$ cat config.mk
export PLATFORM = sky130hd
export DESIGN_NAME = mipsfpga_lcd_spi_feeder
export DESIGN_NICKNAME = d
export VERILOG_FILES = /design/src/rtl/mipsfpga_lcd_pkg.sv /design/src/rtl/mipsfpga_lcd_fifo.sv /design/src/rtl/mipsfpga_lcd_spi_feeder.sv
export SDC_FILE = /design/constraint.sdc
export NUM_CORES = 1
export LEC_CHECK = 0
export ABC_AREA = 1
export BUFFER_PORTS_ARGS = -buffer_cell sky130_fd_sc_hd__buf_2
export CAP_MARGIN = 20
export CORE_MARGIN = 2
export CORE_UTILIZATION = 50
export CTS_BUF_LIST = sky130_fd_sc_hd__clkbuf_8
export CTS_CLUSTER_DIAMETER = 200
export DETAILED_ROUTE_END_ITERATION = 7
export GPL_TIMING_DRIVEN = 0
export PLACE_DENSITY = 0.64
export SLEW_MARGIN = 10
export SYNTH_ARGS = -nofsm -noshare
export SYNTH_HDL_FRONTEND = slang
export SYNTH_SLANG_ARGS = --single-unit
$ cat constraint.sdc
create_clock -name clk -period 2.41 [get_ports clk]
set_input_delay 0.482 -clock clk [delete_from_list [all_inputs] [get_ports clk]]
set_output_delay 0.482 -clock clk [all_outputs]
set_load 0.01 [all_outputs]
$ cat src/rtl/mipsfpga_lcd_pkg.sv
// ============================================================================
// Module : mipsfpga_lcd_pkg
// Purpose: Shared types and default constants for the LCD SPI feeder.
//          Holds the feeder FSM state encoding, the FIFO entry layout and
//          a helper that converts a cycle count into a count-down preload.
//          MIPSFPGA_LCD_DELAY_EN selects whether the DELAY state is reachable.
//          The state encoding itself is the same in both builds.
// Rev    : 1.0 - initial release
// ============================================================================
`default_nettype none

package mipsfpga_lcd_pkg;

    localparam int c_DEPTH      = 16;
    localparam int c_CS_SETUP   = 4;
    localparam int c_CS_HOLD    = 4;
    localparam int c_GAP_CYCLES = 2;
    localparam int c_DELAY_UNIT = 25000;

    // Width of the shared SETUP/GAP/HOLD down-counter.
    localparam int c_CNT_W = 16;
    // Width of the delay-command counter (255 * DELAY_UNIT must fit).
    localparam int c_DLY_W = 24;

    typedef enum logic [2:0] {
        IDLE  = 3'd0,
        SETUP = 3'd1,
        LOAD  = 3'd2,
        SEND  = 3'd3,
        WAIT  = 3'd4,
        GAP   = 3'd5,
        HOLD  = 3'd6,
        DELAY = 3'd7
    } state_t;

    // Matches wr_data: [9] delay flag, [8] dc, [7:0] byte.
    typedef struct packed {
        logic       delay;
        logic       dc;
        logic [7:0] data;
    } entry_t;

    localparam int c_ENTRY_W = $bits(entry_t);

    // A state that must last N cycles is preloaded with N-1 and left when the
    // counter reads zero; N=0 degenerates to a single cycle.
    function automatic logic [c_CNT_W-1:0] count_init(input int unsigned cycles);
        return (cycles == 0) ? '0 : c_CNT_W'(cycles - 1);
    endfunction

endpackage

`default_nettype wire

$ cat src/rtl/mipsfpga_lcd_fifo.sv
// ============================================================================
// Module : mipsfpga_lcd_fifo
// Purpose: Single-clock show-ahead FIFO. A push while full is dropped and
//          sets the sticky ovf flag (even if a pop happens the same cycle).
//          flush clears pointers, level and ovf and overrides push and pop.
// Ports  : clk, resetn (async, active-low), flush, push/push_data,
//          pop/pop_data (head, valid while !empty), full, empty, level, ovf
// Params : DEPTH (power of two, 2..256), WIDTH
// Rev    : 1.0 - initial release
// ============================================================================
`default_nettype none

module mipsfpga_lcd_fifo #(
    parameter int DEPTH = 16,
    parameter int WIDTH = 10
) (
    input  logic                         clk,
    input  logic                         resetn,
    input  logic                         flush,
    input  logic                         push,
    input  logic [WIDTH-1:0]             push_data,
    input  logic                         pop,
    output logic [WIDTH-1:0]             pop_data,
    output logic                         full,
    output logic                         empty,
    output logic [$clog2(DEPTH+1)-1:0]   level,
    output logic                         ovf
);

    localparam int c_AW = (DEPTH > 1) ? $clog2(DEPTH) : 1;
    localparam int c_LW = $clog2(DEPTH + 1);

    logic [WIDTH-1:0] r_mem [DEPTH];
    logic [c_AW-1:0]  r_wr_ptr;
    logic [c_AW-1:0]  r_rd_ptr;
    logic [c_LW-1:0]  r_level;
    logic             r_ovf;
    logic             w_push_ok;
    logic             w_pop_ok;

    assign full      = (r_level == c_LW'(DEPTH));
    assign empty     = (r_level == '0);
    assign level     = r_level;
    assign ovf       = r_ovf;
    assign pop_data  = r_mem[r_rd_ptr];

    assign w_push_ok = push && !full && !flush;
    assign w_pop_ok  = pop && !empty && !flush;

    always_ff @(posedge clk or negedge resetn) begin
        if (!resetn) begin
            r_wr_ptr <= '0;
            r_rd_ptr <= '0;
            r_level  <= '0;
            r_ovf    <= 1'b0;
        end else if (flush) begin
            r_wr_ptr <= '0;
            r_rd_ptr <= '0;
            r_level  <= '0;
            r_ovf    <= 1'b0;
        end else begin
            // DEPTH is a power of two, so pointer wrap is the natural overflow.
            if (w_push_ok) r_wr_ptr <= r_wr_ptr + c_AW'(1);
            if (w_pop_ok)  r_rd_ptr <= r_rd_ptr + c_AW'(1);
            if (push && full) r_ovf <= 1'b1;
            case ({w_push_ok, w_pop_ok})
                2'b10:   r_level <= r_level + c_LW'(1);
                2'b01:   r_level <= r_level - c_LW'(1);
                default: r_level <= r_level;
            endcase
        end
    end

    // Storage carries no reset; only the pointers define what is valid.
    always_ff @(posedge clk) begin
        if (w_push_ok) r_mem[r_wr_ptr] <= push_data;
    end

endmodule

`default_nettype wire

$ cat src/rtl/mipsfpga_lcd_spi_feeder.sv
// ============================================================================
// Module : mipsfpga_lcd_spi_feeder
// Purpose: Buffers LCD command/data bytes and feeds them one at a time to the
//          SPI byte transmitter through the spi_data/spi_send/spi_done
//          handshake. It also frames the bytes with lcd_cs_n and lcd_dc.
//          Define MIPSFPGA_LCD_DELAY_EN to enable delay commands (entry bit 9):
//          such an entry waits data*DELAY_UNIT cycles instead of transferring.
// Ports  : clk, resetn (async, active-low)
//          wr_en/wr_data, flush      - write side from the register block
//          full, empty, level, ovf   - FIFO status
//          busy                      - FSM not idle
//          spi_data, spi_send, spi_done - transmitter handshake
//          lcd_dc, lcd_cs_n          - LCD framing lines
// Params : DEPTH, CS_SETUP, CS_HOLD, GAP_CYCLES (each >= 1), DELAY_UNIT
// Rev    : 1.0 - initial release
// ============================================================================
`default_nettype none

module mipsfpga_lcd_spi_feeder
    import mipsfpga_lcd_pkg::*;
#(
    parameter int DEPTH      = c_DEPTH,
    parameter int CS_SETUP   = c_CS_SETUP,
    parameter int CS_HOLD    = c_CS_HOLD,
    parameter int GAP_CYCLES = c_GAP_CYCLES,
    parameter int DELAY_UNIT = c_DELAY_UNIT
) (
    input  logic                         clk,
    input  logic                         resetn,
    input  logic                         wr_en,
    input  logic [9:0]                   wr_data,
    input  logic                         flush,
    output logic                         full,
    output logic                         empty,
    output logic [$clog2(DEPTH+1)-1:0]   level,
    output logic                         ovf,
    output logic                         busy,
    output logic [7:0]                   spi_data,
    output logic                         spi_send,
    input  logic                         spi_done,
    output logic                         lcd_dc,
    output logic                         lcd_cs_n
);

    state_t               r_state;
    logic [c_CNT_W-1:0]   r_cnt;
    logic [7:0]           r_spi_data;
    logic                 r_spi_send;
    logic                 r_lcd_dc;
    logic                 r_cs_n;
    logic                 r_done_seen;
    logic [c_ENTRY_W-1:0] w_head_raw;
    entry_t               w_head;
    logic                 w_empty;
    logic                 w_pop;

`ifdef MIPSFPGA_LCD_DELAY_EN
    logic [c_DLY_W-1:0]   r_dly_cnt;
    logic [c_DLY_W-1:0]   w_dly_total;
    assign w_dly_total = c_DLY_W'(w_head.data) * c_DLY_W'(DELAY_UNIT);
`endif

    assign w_head   = entry_t'(w_head_raw);
    assign w_pop    = (r_state == LOAD);
    assign empty    = w_empty;
    assign busy     = (r_state != IDLE);
    assign spi_data = r_spi_data;
    assign spi_send = r_spi_send;
    assign lcd_dc   = r_lcd_dc;
    assign lcd_cs_n = r_cs_n;

    mipsfpga_lcd_fifo #(
        .DEPTH (DEPTH),
        .WIDTH (c_ENTRY_W)
    ) u_fifo (
        .clk       (clk),
        .resetn    (resetn),
        .flush     (flush),
        .push      (wr_en),
        .push_data (wr_data),
        .pop       (w_pop),
        .pop_data  (w_head_raw),
        .full      (full),
        .empty     (w_empty),
        .level     (level),
        .ovf       (ovf)
    );

    always_ff @(posedge clk or negedge resetn) begin
        if (!resetn) begin
            r_state     <= IDLE;
            r_cnt       <= '0;
            r_spi_data  <= '0;
            r_spi_send  <= 1'b0;
            r_lcd_dc    <= 1'b0;
            r_cs_n      <= 1'b1;
            r_done_seen <= 1'b0;
`ifdef MIPSFPGA_LCD_DELAY_EN
            r_dly_cnt   <= '0;
`endif
        end else begin
            case (r_state)
                IDLE: begin
                    if (!w_empty) begin
                        r_cs_n  <= 1'b0;
                        r_cnt   <= count_init(CS_SETUP);
                        r_state <= SETUP;
                    end
                end
                SETUP: begin
                    if (r_cnt == '0) r_state <= LOAD;
                    else             r_cnt   <= r_cnt - c_CNT_W'(1);
                end
                LOAD: begin
                    r_done_seen <= 1'b0;
                    // A flush landing just before LOAD leaves nothing to pop.
                    if (w_empty) begin
                        r_cnt   <= count_init(CS_HOLD);
                        r_state <= HOLD;
                    end
`ifdef MIPSFPGA_LCD_DELAY_EN
                    else if (w_head.delay) begin
                        if (w_dly_total == '0) begin
                            r_cnt   <= count_init(GAP_CYCLES);
                            r_state <= GAP;
                        end else begin
                            r_dly_cnt <= w_dly_total - c_DLY_W'(1);
                            r_state   <= DELAY;
                        end
                    end
`endif
                    else begin
                        r_spi_data <= w_head.data;
                        r_lcd_dc   <= w_head.dc;
                        r_spi_send <= 1'b1;
                        r_state    <= SEND;
                    end
                end
                SEND: begin
                    // Only a 1->0 transition of spi_done proves the
                    // transmitter accepted this byte; a low level already
                    // present on entry is ignored until it has gone high.
                    if (spi_done) begin
                        r_done_seen <= 1'b1;
                    end else if (r_done_seen) begin
                        r_spi_send <= 1'b0;
                        r_state    <= WAIT;
                    end
                end
                WAIT: begin
                    if (spi_done) begin
                        r_cnt   <= count_init(GAP_CYCLES);
                        r_state <= GAP;
                    end
                end
                GAP: begin
                    if (r_cnt != '0) begin
                        r_cnt <= r_cnt - c_CNT_W'(1);
                    end else if (!w_empty) begin
                        r_state <= LOAD;
                    end else begin
                        r_cnt   <= count_init(CS_HOLD);
                        r_state <= HOLD;
                    end
                end
                HOLD: begin
                    if (!w_empty) begin
                        r_state <= LOAD;
                    end else if (r_cnt == '0) begin
                        r_cs_n  <= 1'b1;
                        r_state <= IDLE;
                    end else begin
                        r_cnt <= r_cnt - c_CNT_W'(1);
                    end
                end
`ifdef MIPSFPGA_LCD_DELAY_EN
                DELAY: begin
                    if (r_dly_cnt == '0) begin
                        r_cnt   <= count_init(GAP_CYCLES);
                        r_state <= GAP;
                    end else begin
                        r_dly_cnt <= r_dly_cnt - c_DLY_W'(1);
                    end
                end
`endif
                default: begin
                    r_spi_send <= 1'b0;
                    r_cs_n     <= 1'b1;
                    r_state    <= IDLE;
                end
            endcase
        end
    end

endmodule

`default_nettype wire

== After elaboration in Yosys (flattened, before gate mapping) ==
Memory sizes are Yosys's and may differ from the RTL's. A register that Yosys moved wholly into a read port is not among the register bits.
Index checks and enable logic that the tools add are counted.

* Flip-flop bits (word level): 36
* Memory bits (writable): 160
* Output and inout bits: 20
* Logic and storage cells: 104
* Memories: 1

{| class="wikitable"
|+ Memory list
! memory !! depth !! bits a word !! read ports !! clocked after Yosys merged registers in !! wr ports !! line !! text
|-
| u_fifo.r_mem || 16 || 10 || 1 || 1 || 1 || mipsfpga_lcd_fifo.sv:33 || <nowiki>logic [WIDTH-1:0] r_mem [DEPTH];</nowiki>
|}

* $add $sub $neg: 5
* Equal/unequal tests: 20
* Multiplexer cells: 38
* Bitwise operators: 3
* Reduce and logical (&&, ||, !) cells: 28

{| class="wikitable"
|+ Operator list
! cell !! number
|-
| $mux W16 || 6
|-
| $pmux W16 S6 || 1
|-
| $mux W3 || 10
|-
| $pmux W3 S7 || 1
|-
| $ne A2 B2 Y1 const B || 9
|-
| $logic_not A16 Y1 || 1
|-
| $mux W4 || 4
|-
| $reduce_bool A16 Y1 || 1
|-
| $sub A16 B1 Y16 const B || 1
|-
| $reduce_and A4 Y1 || 3
|-
| $mux W1 || 11
|-
| $pmux W5 S2 || 1
|-
| $reduce_or A5 Y1 || 2
|-
| $eq A3 B3 Y1 const B || 3
|-
| $add A4 B1 Y4 const B || 2
|-
| $reduce_bool A2 Y1 || 4
|-
| $reduce_and A7 Y1 || 1
|-
| $eq A3 B2 Y1 const B || 2
|-
| $pmux W1 S3 || 2
|-
| $reduce_bool A3 Y1 || 2
|-
| $reduce_bool A6 Y1 || 1
|-
| $add A5 B1 Y5 const B || 1
|-
| $eq A5 B5 Y1 const B || 1
|-
| $logic_and A1 B1 Y1 || 5
|-
| 13 further kinds || 19
|}

== Longest topological paths before layout ==
* Word-level depth: 7
* Depth in mapped cells: 16
* Depth with buffers taken out: 15

== Modules after synthesis ==
A second synthesis with hierarchy kept.

* Cell total of the unflattened synthesis: 898
* Area total of the unflattened synthesis: 9295.2 um^2

{| class="wikitable"
|+ Modules (own cells, without submodules)
! module !! times used !! cells an instance !! area an instance (um^2) !! seq. area each (um^2)
|-
| mipsfpga_lcd_fifo || 1 || 594 || 7241.9 || 5154.9
|-
| mipsfpga_lcd_spi_feeder || 1 || 304 || 2053.2 || 777.0
|}

== Worst setup path after synthesis ==
No wires, ideal clock.

* Kind: input to register
* From: in flush
* To: mem u_fifo.r_mem[0][0] (enable)
* Arrival time: 1618 ps
* Data required time: 2023 ps
* Slack: 406 ps
* Cell stages on the path: 4
* Cells stage by stage: inv_1 nand3_1 clkbuf_1 nor3_1

* Word-level cells in the longest chain between the ends: 4

{| class="wikitable"
|+ Ends and longest elaborated chain
! item !! line !! text
|-
| start, declared || mipsfpga_lcd_spi_feeder.sv:32 || <nowiki>input logic flush,</nowiki>
|-
| $logic_not A1 Y1 || mipsfpga_lcd_fifo.sv:47 || <nowiki>assign w_push_ok = push && !full && !flush;</nowiki>
|-
| $logic_and A1 B1 Y1 || mipsfpga_lcd_fifo.sv:47 ||
|-
| $mux W1 || mipsfpga_lcd_fifo.sv:76 || <nowiki>if (w_push_ok) r_mem[r_wr_ptr] <= push_data;</nowiki>
|-
| $mux W1 (implied by the code) || mipsfpga_lcd_fifo.sv:76 ||
|-
| end, declared || mipsfpga_lcd_fifo.sv:33 ||
|}

Every way passes these cells.

==> impl_metrics.ini <==
[timing]
drv_slew = 0
worstMarginPinSlew_ns = 1.01
post-route-min-period_ns = 2.34
fmax_ghz = 0.427
rsz0062_at_grt = yes
finalCritPeriodShare_pct = 97.3
finalHoldViolCount = 4
whs_ns = -0.00395
skew_ns = 0.0148
setup_violations = 0
slew_headroom_pct = 32.0

[worst_setup_path]
cp.arrival_ns = 2.72
critPathTopFamily = buffers and inverters
critPathKind = flip-flop to flip-flop
critPathBufInv = 4
critPathRequiredTime_ns = 2.79
end_kind = flip-flop
cpPeakStageDelay_ns = 0.43
cp-start-kind = flip-flop
crit_chain = clkbuf_1 > inv_1 > buf_2 > clkbuf_2 > o21ai_0 > o221ai_1 > nand3_1 > a31oi_1
reg2reg_slack_ns = 0.07
cp_max_fo = 10
cpMaxStageDelayCell = dfrtp_1
reg2reg_to = spi_data[3]
r2r_start = u_fifo.r_rd_ptr[0]
reg2reg_depth = 8

[pwr]
p_sw_uw = 3440
ir_drop_uv = 489
power_density_nw_per_um2 = 976
p_seq_share_pct = 43.8
pwr-share-clk_pct = 22.6
p_sw_share_pct = 37.8
pwr-share-comb_pct = 33.6
p_total_uw = 9100
p_leak_uw = 0.00348
p_int_uw = 5660

[clocking]
cts-root-buf = clkbuf_8
hold_buffers = 0
clock-sinks = 189
cts_max_path_buffers = 2
h-tree-depth = 4
cts_tree = yes
insertion_delay_ns = 0.46
clk_pin_slew_ns = 0.10
numCtsBuffers = 17

[logic_synthesis]
syn_area_per_cell_sq_um = 10.8
synthesis.nets = 795
ys_warn_count = 0
synth_largest_area_cell = edfxtp_1
yosysMostFrequentCell = edfxtp_1
ys_ff_latch = 189
synth_cell_type_count = 40
syn-cell-area_sq_um = 8340
synth_area_leaders = edfxtp_1, dfrtp_1, o21ai_0
synth-edff-count = 144
synth_flop_cell = edfxtp_1
ys_seq_area_share_pct = 65.4
netlist_top_cells_count = edfxtp_1, nor2_1, o21ai_0
async_flop_share_pct = 23.8
syn_inst = 772
synth.top_cell.area_share_pct = 51.8

[run_status]
violations = negative hold slack
status = complete, but fails checks

[place]
dp.final_hpwl_microns = 14500
gp_congestion = 0.872
port_buffers = 33

[floorplanning]
std_cell_rows = 47
die_h_microns = 133
die_area_sq_um = 17700
dieWidth_microns = 133
initial_utilization_pct = 50.7
ios = 35
fp.coreArea_sq_um = 16500

[finish]
area_growth_pct = 11.9
drive_gt1_share_pct = 15.6
final_nets = 852
fill_cells = 1398
final_util_pct = 56.7
num_antenna_cells = 0

[grt]
gr-total-overflow = 0
grt_max_degree = 46
antenna_found_initial = 0
grt_first_pass_wirelength_microns = 33600
grt_pass1_vias = 6177
track_usage_pct = 25.1

[drt]
ant_nets = 0
num_vias = 6214
wl_per_cell_microns = 20.4
finalWirelength_microns = 21600
viasPerCell = 5.85
dr.pass1.iters = 5
drt_iter0_drc = 610
drc = 0

[worst_hold_path]
holdCritPathClass = input port to async pin

[run]
cap_violations = 0
-- state kept, by name, indices dropped and copies added, names as in the netlist, 3 cells and up --
register and cells:
r_cnt 16, u_fifo.r_wr_ptr 4, u_fifo.r_mem 144, u_fifo.r_rd_ptr 4, spi_data 8, u_fifo.level 5
r_state 3
-- cell usage in the layout, fill, tap and decap left out, types with 4 or more instances in the layout --
cell type and count:
clkbuf_2 10, o21ai_0 100, nor2_1 119, inv_1 46, nand2_2 4, nand2_1 92
o221ai_1 22, o22ai_1 13, clkbuf_1 18, nand3_1 35, nor3_2 7, a21oi_1 14
buf_4 4, buf_2 38, o211ai_1 12, inv_2 9, xor2_1 7, clkinvlp_4 4
o21ai_1 7, edfxtp_1 144, ha_1 8, a31oi_1 12, nor2_4 8, nor3_1 7
clkbuf_8 17, dfrtp_1 43, nor2_2 7
-- what timing repair did --
action,4_1_cts,5_1_grt
setup endpoints to repair,77,114
pin swaps,0,1
gates resized for setup,10,27
buffers inserted,0,1
-- power by group through the flow --
stage / logic [uW] / registers, uW / clock network [uW]
after global placement: 2870 / 4040 / 0
after CTS: 2980 / 3980 / 2080
after floorplan: 2000 / 4060 / 0
after detailed placement: 2970 / 4060 / 0
final: 3060 / 3990 / 2050
after global routing: 3400 / 4030 / 2200
-- cells by family (layout without fill, tap and decap cells) --
family | after synthesis | in the layout | share of synthesized area [%]
AND/OR/NAND/NOR | 288 | 288 | 14.7
AO/OA/AOI/OAI | 189 | 189 | 13.5
flip-flops | 189 | 189 | 65.4
buffers and inverters | 90 | 160 | 4.34
adder cells (fa/ha/maj) | 8 | 8 | 1.20
XOR/XNOR | 7 | 7 | 0.735
multiplexers | 1 | 1 | 0.135
-- metal layers --
layer / track usage (%) / routed length, microns
met2: 38.9 / 9950
met5: 0 / 0
met4: 7.51 / 437
met3: 6.81 / 1770
met1: 35.3 / 9490
-- metrics by stage --
stage | hold WS, ns | instance area [sq um] | TNS [ns] | worst slack (ns) | instances
after CTS | 0.230 | 9230 | -3.47 | -0.139 | 1060
after global routing | 0.00573 | 9330 | -0.693 | -0.0467 | 1062
after global placement | 0.466 | 8780 | -41.85 | -0.480 | 1025
after floorplan | 0.186 | 8340 | 0 | 0.406 | 772
final | -0.00395 | 9330 | 0 | 0.0655 | 1062
after detailed placement | 0.484 | 8830 | -25.42 | -0.394 | 1028
-- final cells by class --
| class | instances | area, sq um | share of cell area, % |
|---|---|---|---|
| clock inverters | 15 | 150 | 1.61 |
| flip-flops and latches | 189 | 5450 | 58.4 |
| repair buffers | 38 | 210 | 2.25 |
| inverters | 55 | 206 | 2.21 |
| plain buffers | 35 | 170 | 1.82 |
| well taps | 220 | 275 | 2.95 |
| multi-input cells | 493 | 2630 | 28.2 |
| clock buffers | 17 | 234 | 2.51 |
-- worst reg2reg max path: cells and delay by family (launching register included) --
family | cells | cell delay (ns)
compound gates | 3 | 0.74
buf+inv | 4 | 0.95
flops | 1 | 0.43
simple gates | 1 | 0.15
-- worst max-delay path by stage --
| stage | startpoint | to | slack (ns) | cells past startpoint |
|---|---|---|---|---|
| detailed placement | flush | u_fifo.r_mem[2][4] | -0.39 | 7 |
| floorplan | flush | u_fifo.r_mem[0][0] | 0.41 | 4 |
| CTS | u_fifo.level[1] | u_fifo.r_mem[5][1] | -0.14 | 7 |
| finish | u_fifo.r_rd_ptr[0] | spi_data[3] | 0.07 | 8 |
| global placement | flush | u_fifo.r_mem[0][6] | -0.48 | 5 |
| global route | u_fifo.level[2] | u_fifo.r_mem[13][4] | -0.05 | 7 |
Power figures use the tool's default switching activity.
